--- src/rtl/vga_fb_reader.sv ---
// 640x480@60 VGA reader for a 320x240 RGB565 frame buffer, 2x2 pixel replication, 3-clk pipeline.
// Optional build macro VGA_FB_TEST_PATTERN_EN: show 8 vertical colour bars instead of frame-buffer data.
module vga_fb_reader #(
    parameter int H_ACTIVE = 640,
    parameter int H_FP     = 16,
    parameter int H_SYNC   = 96,
    parameter int H_BP     = 48,
    parameter int V_ACTIVE = 480,
    parameter int V_FP     = 10,
    parameter int V_SYNC   = 2,
    parameter int V_BP     = 33
) (
    input  logic        clk,
    input  logic        reset,
    output logic        oe,
    output logic [16:0] rAddr,
    input  logic [15:0] rData,
    output logic        h_sync,
    output logic        v_sync,
    output logic        de,
    output logic [4:0]  red,
    output logic [5:0]  green,
    output logic [4:0]  blue,
    output logic        frame_start
);

    localparam int H_TOTAL   = H_ACTIVE + H_FP + H_SYNC + H_BP;
    localparam int V_TOTAL   = V_ACTIVE + V_FP + V_SYNC + V_BP;
    localparam int HS_START  = H_ACTIVE + H_FP;
    localparam int HS_END    = HS_START + H_SYNC;
    localparam int VS_START  = V_ACTIVE + V_FP;
    localparam int VS_END    = VS_START + V_SYNC;

    typedef struct packed {
        logic active;
        logic hs_n;
        logic vs_n;
        logic fs;
    } decode_t;

    localparam decode_t DECODE_RST = '{active: 1'b0, hs_n: 1'b1, vs_n: 1'b1, fs: 1'b0};

    logic [9:0]  h_cnt_q, h_cnt_d;
    logic [9:0]  v_cnt_q, v_cnt_d;
    decode_t     dec_s0, dec1_q, dec2_q;
    logic        oe_q, oe_d;
    logic [16:0] raddr_q, raddr_d, addr_s0;
    logic [8:0]  src_x, src_y;
    logic        h_sync_q, v_sync_q, de_q, frame_start_q;
    logic [4:0]  red_q, red_d, blue_q, blue_d;
    logic [5:0]  green_q, green_d;

    // Stage 0: free-running raster counters and their decodes.
    always_comb begin
        h_cnt_d = h_cnt_q + 10'd1;
        v_cnt_d = v_cnt_q;
        if (h_cnt_q == 10'(H_TOTAL - 1)) begin
            h_cnt_d = '0;
            v_cnt_d = (v_cnt_q == 10'(V_TOTAL - 1)) ? '0 : v_cnt_q + 10'd1;
        end
    end

    always_comb begin
        dec_s0.active = (h_cnt_q < 10'(H_ACTIVE)) && (v_cnt_q < 10'(V_ACTIVE));
        dec_s0.hs_n   = !((h_cnt_q >= 10'(HS_START)) && (h_cnt_q < 10'(HS_END)));
        dec_s0.vs_n   = !((v_cnt_q >= 10'(VS_START)) && (v_cnt_q < 10'(VS_END)));
        dec_s0.fs     = (h_cnt_q == '0) && (v_cnt_q == '0);
    end

    // Source word = y*320 + x, built from shifts so no multiplier is needed.
    assign src_x   = h_cnt_q[9:1];
    assign src_y   = v_cnt_q[9:1];
    assign addr_s0 = {src_y, 8'b0} + {2'b0, src_y, 6'b0} + {8'b0, src_x};

    always_comb begin
        raddr_d = dec_s0.active ? addr_s0 : raddr_q;
`ifdef VGA_FB_TEST_PATTERN_EN
        oe_d = 1'b0;
`else
        oe_d = dec_s0.active;
`endif
    end

`ifdef VGA_FB_TEST_PATTERN_EN
    localparam int BAR_W = H_ACTIVE / 8;
    logic [2:0] bar_s0, bar1_q, bar2_q;
    logic       unused_rdata;
    assign unused_rdata = ^rData;

    always_comb begin
        bar_s0 = '0;
        for (int k = 1; k < 8; k++) begin
            if (h_cnt_q >= 10'(k * BAR_W)) bar_s0 = bar_s0 + 3'd1;
        end
    end

    always_ff @(posedge clk or posedge reset) begin
        if (reset) begin
            bar1_q <= '0;
            bar2_q <= '0;
        end else begin
            bar1_q <= bar_s0;
            bar2_q <= bar1_q;
        end
    end
`endif

    // Stage 3: colour is forced to black outside the visible window.
    always_comb begin
        red_d   = '0;
        green_d = '0;
        blue_d  = '0;
        if (dec2_q.active) begin
`ifdef VGA_FB_TEST_PATTERN_EN
            red_d   = {5{~bar2_q[1]}};
            green_d = {6{~bar2_q[2]}};
            blue_d  = {5{~bar2_q[0]}};
`else
            red_d   = rData[15:11];
            green_d = rData[10:5];
            blue_d  = rData[4:0];
`endif
        end
    end

    always_ff @(posedge clk or posedge reset) begin
        if (reset) begin
            h_cnt_q       <= '0;
            v_cnt_q       <= '0;
            dec1_q        <= DECODE_RST;
            dec2_q        <= DECODE_RST;
            oe_q          <= 1'b0;
            raddr_q       <= '0;
            h_sync_q      <= 1'b1;
            v_sync_q      <= 1'b1;
            de_q          <= 1'b0;
            frame_start_q <= 1'b0;
            red_q         <= '0;
            green_q       <= '0;
            blue_q        <= '0;
        end else begin
            h_cnt_q       <= h_cnt_d;
            v_cnt_q       <= v_cnt_d;
            dec1_q        <= dec_s0;
            dec2_q        <= dec1_q;
            oe_q          <= oe_d;
            raddr_q       <= raddr_d;
            h_sync_q      <= dec2_q.hs_n;
            v_sync_q      <= dec2_q.vs_n;
            de_q          <= dec2_q.active;
            frame_start_q <= dec2_q.fs;
            red_q         <= red_d;
            green_q       <= green_d;
            blue_q        <= blue_d;
        end
    end

    assign oe          = oe_q;
    assign rAddr       = raddr_q;
    assign h_sync      = h_sync_q;
    assign v_sync      = v_sync_q;
    assign de          = de_q;
    assign frame_start = frame_start_q;
    assign red         = red_q;
    assign green       = green_q;
    assign blue        = blue_q;

endmodule

--- config.mk ---
export PLATFORM = sky130hd
export DESIGN_NAME = vga_fb_reader
export DESIGN_NICKNAME = d
export VERILOG_FILES = /design/src/rtl/vga_fb_reader.sv
export SDC_FILE = /design/constraint.sdc
export NUM_CORES = 1
export LEC_CHECK = 0
export CORE_ASPECT_RATIO = 1.25
export CORE_MARGIN = 4
export CORE_UTILIZATION = 50
export CTS_CLUSTER_SIZE = 8
export DETAILED_ROUTE_END_ITERATION = 8
export DONT_BUFFER_PORTS = 1
export PLACE_DENSITY = 0.68
export SYNTH_ARGS = -nofsm -noshare
export SYNTH_HDL_FRONTEND = slang
export SYNTH_SLANG_ARGS = --single-unit
export TNS_END_PERCENT = 20
--- constraint.sdc ---
create_clock -name clk -period 2.2 [get_ports clk]
set_clock_uncertainty 0.1 [all_clocks]
set_input_delay 0.11 -clock clk [delete_from_list [all_inputs] [get_ports clk]]
set_output_delay 0.11 -clock clk [all_outputs]
set_load 0.02 [all_outputs]
==> results of run 1 <==
power breakdown:
part | switching (µW) | internal, µW
Combinational | 29.8 | 31.1
Sequential | 24.8 | 1210
Clock | 503 | 647
layer usage:
layer  routed length, µm  global-route usage  share of wire  up-vias
met3                 410              0.0487          0.061       11
li1                    -                   -              -     1100
met5                   0                   0              0        -
met2                3320               0.331           0.50       69
met1                2810               0.227           0.42     1127
met4                 134              0.0904          0.020        0
flip-flops by register name, indices dropped and copies added, names as in the netlist, 3 cells and up:
signal   count
h_cnt_q     10
dec2_q       4
green        6
v_cnt_q     10
rAddr       17
dec1_q       3
red          5
blue         5
timing repair:
item	in CTS	in global routing
hold buffers	17	0
resized for setup	7	3
hold endpoints to repair	42	0
setup endpoints to repair	7	7
pin swaps	3	0
critical path, stage by stage (launching register included):
cell	delay, ps
sky130_fd_sc_hd__dfrtp_1	370
sky130_fd_sc_hd__inv_2	60
sky130_fd_sc_hd__fa_2	610
sky130_fd_sc_hd__inv_2	50
sky130_fd_sc_hd__ha_4	260
sky130_fd_sc_hd__a211o_1	160
sky130_fd_sc_hd__a211oi_4	80
sky130_fd_sc_hd__or4_1	400
sky130_fd_sc_hd__a21oi_1	150
cell usage in the layout (no fill, tap or decap), drive strengths merged, types with 3 or more instances in the layout:
cell / Yosys / routed
a211oi: 3 / 3
a21o: 3 / 3
a21oi: 7 / 7
and2: 20 / 20
and3: 4 / 4
and4: 3 / 3
buf: 4 / 26
clkbuf: 4 / 9
dfrtp: 59 / 59
dfstp: 6 / 6
dlygate4sd3: 0 / 17
ha: 21 / 21
inv: 15 / 17
mux2: 3 / 3
nand2: 37 / 37
nand3: 12 / 12
nand4: 6 / 6
nor2: 19 / 19
nor4: 8 / 8
o211ai: 3 / 3
o21a: 4 / 4
o21ai: 7 / 7
or3: 3 / 3
or4: 5 / 5
xnor2: 8 / 8
xor2: 6 / 6
logic make-up after synthesis:
family,share of synthesized area
simple gates,0.209
flops,0.528
compound gates,0.0849
buf+inv,0.0295
fa+ha+maj,0.0979
xor+xnor,0.0396
mux,0.0109
layout make-up:
class                   count  area share
flip-flops and latches     65       0.428
multi-input cells         200       0.373
repair buffers             43      0.0990
clock buffers               9      0.0324
well taps                  82      0.0269
clock inverters             7      0.0265
inverters                  15      0.0147
how the worst min path moves through the flow:
stage	from	endpoint	cells after the start
detailed placement	reset	oe	1
floorplan	rData[0]	blue[0]	1
global placement	reset	rAddr[15]	1
finish	reset	rAddr[12]	2
global route	reset	rAddr[15]	2
CTS	reset	rAddr[12]	2
stage by stage:
step | hold WS, ps | utilization | TNS (ps) | total power (µW) | area, µm²
floorplan | 144 | - | -474 | 1280 | 3100
global placement | -38.7 | 0.573 | -579 | 1300 | 3380
detailed placement | -43.5 | 0.573 | -976 | 1300 | 3380
CTS | 155 | 0.645 | -329 | 2460 | 3800
global route | 212 | 0.648 | -832 | 2520 | 3820
finish | 153 | 0.648 | -354 | 2440 | 3820
==> flow_metrics.env, run 1 <==
export IMPL_yosysSeqAreaShare=0.528
export IMPL_post_route_cells_drive_above_1_share=0.198
export IMPL_share_of_yosys_cell_area_claimed_by_the_top_area_cell_type=0.477
export IMPL_ys_top_cells_by_count="59 x sky130_fd_sc_hd__dfrtp_1, 37 x sky130_fd_sc_hd__nand2_1, 21 x sky130_fd_sc_hd__ha_1, 20 x sky130_fd_sc_hd__and2_1, 19 x sky130_fd_sc_hd__nor2_1"
export IMPL_first_iter_violations=91
export IMPL_route_vias_total=2307
export IMPL_start_util=0.525
export IMPL_hpwlAfterDp_um=4700
export IMPL_detail_route_wl_per_cell_um=15.8
export IMPL_detail_route_drc_violations=0
export IMPL_globalplace_congestion=0.826
export IMPL_synth_avg_cell_area_um2=10.7
export IMPL_synthesis_yosys_warnings=0
export IMPL_multi_input_area_um2=1420
export IMPL_dp_slack_ps=-239
export IMPL_synth_largest_area_cell="sky130_fd_sc_hd__dfrtp_1"
export IMPL_reg2reg_to="rAddr[16]"
export IMPL_dr_pass1_iters=4
export IMPL_rsz0062_at_grt="true"
export IMPL_drv_slew=0
export IMPL_postSynth_topFlopCell="sky130_fd_sc_hd__dfrtp_1"
export IMPL_crit_path_end="rAddr[16]"
export IMPL_timing_critical_path_to_type="flip-flop"
export IMPL_post_cts_buffers=0
export IMPL_static_leakage_power_uw=0.00182
export IMPL_synthesis_area_um2=3090
export IMPL_totalWireLength_um=6670
export IMPL_netlist_top_cells_area="sky130_fd_sc_hd__dfrtp_1 48%, sky130_fd_sc_hd__ha_1 8.5%, sky130_fd_sc_hd__dfstp_2 5.1%"
export IMPL_fp_dieArea_um2=7520
export IMPL_synth_nets=329
export IMPL_cts_made_buffers=9
export IMPL_synth_edf_count=0
export IMPL_die_width_um=78.4
export IMPL_vias_in_the_first_global_route=2326
export IMPL_critical_path_class="reg -> reg"
export IMPL_setup_violations_final=4
export IMPL_timing_critical_path_fanout_max=4
export IMPL_cts_htree_levels=3
export IMPL_tritoncts="built"
export IMPL_worst_setup_hold_path_clk_slew_ps=80
export IMPL_worst_r2r_path_depth=8
export IMPL_final_hold_violation_count=0
export IMPL_asyncSetResetFlopFracSynth=1.00
export IMPL_cap_viol_max_count=0
export IMPL_cp_data_arrival_time_ps=2490
export IMPL_yosys_cell_types_count=43
export IMPL_antenna_cells_inserted=0
export IMPL_grt_pass1_wl_um=11100
export IMPL_clock_latency_ps=350
export IMPL_design_portCount=56
export IMPL_port_buffers=0
export IMPL_critical_path_reg2reg_startpoint="v_cnt_q[3]"
export IMPL_antenna_violating_nets_post_route=0
export IMPL_power_density_over_the_cells_nw_per_um2=640
export IMPL_synth_cells=288
export IMPL_fmax_mhz=432
export IMPL_max_vdd_ir_drop_mv=0.340
export IMPL_timing_final_ws_setup_ps=-113
export IMPL_grt_antenna_before_repair=0
export IMPL_final_seq_area_um2=1630
export IMPL_area_growth_syn_to_layout_pct=23.4
export IMPL_worstPathRequired_ps=2380
export IMPL_post_synth_top_count_cell="sky130_fd_sc_hd__dfrtp_1"
export IMPL_synth_seq_cells=65
export IMPL_final_instance_count_excl_fill=421
export IMPL_min_path_type="in -> async"
export IMPL_worst_slew_margin_rel=0.658
export IMPL_number_of_placed_instances_taps_included=388
export IMPL_grt_overflow_total=0
export IMPL_finalNetCount=375
export IMPL_ff2ff_setup_slack_ps=-110
export IMPL_timing_final_crit_share=1.05
export IMPL_grt_max_degree=45
export IMPL_kind_of_start_point_of_the_critical_path="flip-flop"
export IMPL_status="finished, violations left"
export IMPL_failed_checks="negative setup slack"
export IMPL_vias_per_cell=5.48
export IMPL_final_fill_count=473
export IMPL_grt_use_total=0.193
export IMPL_worstSetupStartpoint="v_cnt_q[3]"
export IMPL_timing_final_crit_period_ps=2310
export IMPL_cts_num_sinks=65
export IMPL_die_extent_in_y_um=96.0
export IMPL_core_area_um2=5900
export IMPL_cts_root_buf="sky130_fd_sc_hd__clkbuf_8"
export IMPL_cts_buffer_depth=2
export IMPL_worst_slew_pin_transition_ps=513
export IMPL_num_rows=31
No activity file was read; power rests on OpenSTA's default activity.
==> inputs of run 2 (changes only) <==
--- a/config.mk
+++ b/config.mk
@@ -12,6 +12,7 @@
 export DETAILED_ROUTE_END_ITERATION = 8
 export DONT_BUFFER_PORTS = 1
 export PLACE_DENSITY = 0.68
+export RECOVER_POWER = 100
 export SYNTH_ARGS = -nofsm -noshare
 export SYNTH_HDL_FRONTEND = slang
 export SYNTH_SLANG_ARGS = --single-unit
==> constraint.sdc (replaced) <==
create_clock -name clk -period 2.2 [get_ports clk]
set_clock_uncertainty 0.1 [all_clocks]
set_input_delay 0.55 -clock clk [delete_from_list [all_inputs] [get_ports clk]]
set_output_delay 0.55 -clock clk [all_outputs]
set_load 0.02 [all_outputs]
==> run 2 against run 1 <==
Effect of this change:
- the flow still finishes with violations (negative setup slack)
- combinational power shrank 46%
- utilization fell by 3.4 points
- sequential power about the same
- sequential cell count unchanged
- worst setup slack better by 17 ps
- count of clock-buffer cells in the layout is the same
- final area is 5.2% lower
- via count decreased by 3.4%
- total power grew 3.1%
- largest cell class unchanged
- largest power group is now clock
- highest routed layer unchanged
==> flow_metrics.env, run 2 (synthesis gave the netlist of run 1 again) <==
export IMPL_timing_final_crit_share=1.04
export IMPL_finalNetCount=357
export IMPL_cts_made_buffers=9
export IMPL_globalplace_congestion=0.836
export IMPL_worst_slew_margin_rel=0.315
export IMPL_report_power_total_uw=2520
export IMPL_layout_cells_most_common="sky130_fd_sc_hd__dfrtp_1"
export IMPL_critical_path_class="reg -> reg"
export IMPL_cap_viol_max_count=0
export IMPL_core_area_um2=5900
export IMPL_vias_per_cell=5.53
export IMPL_detail_route_wl_per_cell_um=15.9
export IMPL_post_route_cells_drive_above_1_share=0.184
export IMPL_power_net_switching_uw=538
export IMPL_grt_antenna_before_repair=0
export IMPL_die_extent_in_y_um=96.0
export IMPL_timing_critical_path_to_type="flip-flop"
export IMPL_grt_use_total=0.184
export IMPL_post_cts_hold_buffer_count=0
export IMPL_min_path_type="in -> async"
export IMPL_final_hold_violation_count=0
export IMPL_power_density_over_the_cells_nw_per_um2=696
export IMPL_clockPowerShare=0.497
export IMPL_dr_pass1_iters=4
export IMPL_largest_register_ffs=17
export IMPL_cts_buffer_depth=2
export IMPL_grt_pass1_wl_um=10600
export IMPL_route_vias_total=2228
export IMPL_fp_dieArea_um2=7520
export IMPL_pwr_share_comb=0.013
export IMPL_cts_htree_levels=3
export IMPL_placedInstanceArea_um2=3370
export IMPL_max_vdd_ir_drop_mv=0.384
export IMPL_cts_num_sinks=65
export IMPL_grt_overflow_total=0
export IMPL_antenna_cells_inserted=0
export IMPL_num_rows=31
export IMPL_timing_critical_path_fanout_max=3
export IMPL_static_leakage_power_uw=0.00173
export IMPL_setup_violations_final=5
export IMPL_tritoncts="built"
export IMPL_detail_route_drc_violations=0
export IMPL_p_sw_frac=0.213
export IMPL_drv_slew=0
export IMPL_ff2ff_setup_slack_ps=-100
export IMPL_rsz0062_at_grt="true"
export IMPL_start_util=0.525
export IMPL_vias_in_the_first_global_route=2130
export IMPL_timing_final_crit_period_ps=2300
export IMPL_clock_latency_ps=340
export IMPL_timing_final_ws_setup_ps=-95.9
export IMPL_kind_of_start_point_of_the_critical_path="flip-flop"
export IMPL_final_area_um2=3620
export IMPL_antenna_violating_nets_post_route=0
export IMPL_worstPathCellList="inv_2 > fa_1 > buf_4 > fa_2 > nor2b_4 > o31ai_1 > a2111o_1 > o211ai_1"
export IMPL_area_growth_syn_to_layout_pct=17.0
export IMPL_status="finished, violations left"
export IMPL_die_width_um=78.4
export IMPL_hpwlAfterDp_um=4570
export IMPL_totalWireLength_um=6420
export IMPL_cp_data_arrival_time_ps=2460
export IMPL_critical_path_n_buffers_inverters=2
export IMPL_dp_slack_ps=-183
export IMPL_cpMaxStageDelayCell="sky130_fd_sc_hd__fa_1"
export IMPL_worstPathRequired_ps=2360
export IMPL_design_portCount=56
export IMPL_seqPwrFrac=0.489
export IMPL_port_buffers=0
export IMPL_first_iter_violations=113
export IMPL_timing_critical_path_max_delay_family="adder cells"
export IMPL_failed_checks="negative setup slack"
export IMPL_worst_setup_hold_path_clk_slew_ps=80
export IMPL_worst_slew_pin_transition_ps=1020
export IMPL_grt_max_degree=45
export IMPL_p_int_uw=1980
export IMPL_critical_path_max_stage_delay_ps=480
export IMPL_cts_root_buf="sky130_fd_sc_hd__clkbuf_8"
export IMPL_fmax_mhz=436
export IMPL_layout_cells_most_common_list="59 x sky130_fd_sc_hd__dfrtp_1, 37 x sky130_fd_sc_hd__nand2_1, 20 x sky130_fd_sc_hd__ha_1"
[run 2: layout make-up]
type                       count  area [µm²]
inverter                      15        57.6
fill                         494        2270
sequential                    65        1630
clock buffer                   9         124
timing repair buffer          25         169
multi-input combinational    200        1410
clock inverter                 7         128
tap                           82         103
[run 2: timing repair]
| action | 4_1_cts | 5_1_grt |
|---|---|---|
| gates resized for setup | 6 | 3 |
| setup endpoints to repair | 7 | 7 |
| pin swaps | 2 | 1 |
| setup buffers | 0 | 1 |
[run 2: path summary, 6_finish.rpt]
check,start,to,cells after the start
worst max-delay path,h_cnt_q[9],rAddr[13],8
worst min-delay path,reset,oe,1
worst min register to register,dec2_q[0],frame_start,0
worst max register to register,h_cnt_q[9],rAddr[13],8
max in group asynchronous,reset,blue[1],2
min in group clk,rData[9],green[4],1
[run 2: power by group through the flow]
stage / clock (µW) / combinational [µW] / sequential (µW)
after global routing: 1340 / 40.4 / 1240
final: 1250 / 33.0 / 1230
after CTS: 1280 / 39.8 / 1230
after detailed placement: 0 / 39.4 / 1260
after global placement: 0 / 38.2 / 1260
after floorplan: 0 / 27.6 / 1260
[run 2: per-layer routing]
metal  routed length (µm)  vias up  global-route usage
met5                    0        -                   0
met4                   86        0              0.0612
met3                  480       12              0.0674
met2                 3150       87               0.305
met1                 2700     1062               0.224
li1                     -     1067                   -
[run 2: metrics by stage]
| step | hold WS, ps | util | setup TNS (ps) | instances |
|---|---|---|---|---|
| 2_1_floorplan | 231 | - | -308 | 288 |
| 3_5_place_dp | 240 | 0.571 | -634 | 386 |
| 3_3_place_gp | 232 | 0.571 | -379 | 386 |
| 6_report | 163 | 0.614 | -351 | 403 |
| 5_1_grt | 209 | 0.614 | -1260 | 403 |
| 4_1_cts | 18.2 | 0.619 | -333 | 402 |
[run 2: worst register-to-register path, cell delays in order, from the launching register on]
cell	delay [ps]
sky130_fd_sc_hd__dfrtp_1	370
sky130_fd_sc_hd__inv_2	50
sky130_fd_sc_hd__fa_1	480
sky130_fd_sc_hd__buf_4	150
sky130_fd_sc_hd__fa_2	360
sky130_fd_sc_hd__nor2b_4	140
sky130_fd_sc_hd__o31ai_1	90
sky130_fd_sc_hd__a2111o_1	380
sky130_fd_sc_hd__o211ai_1	90
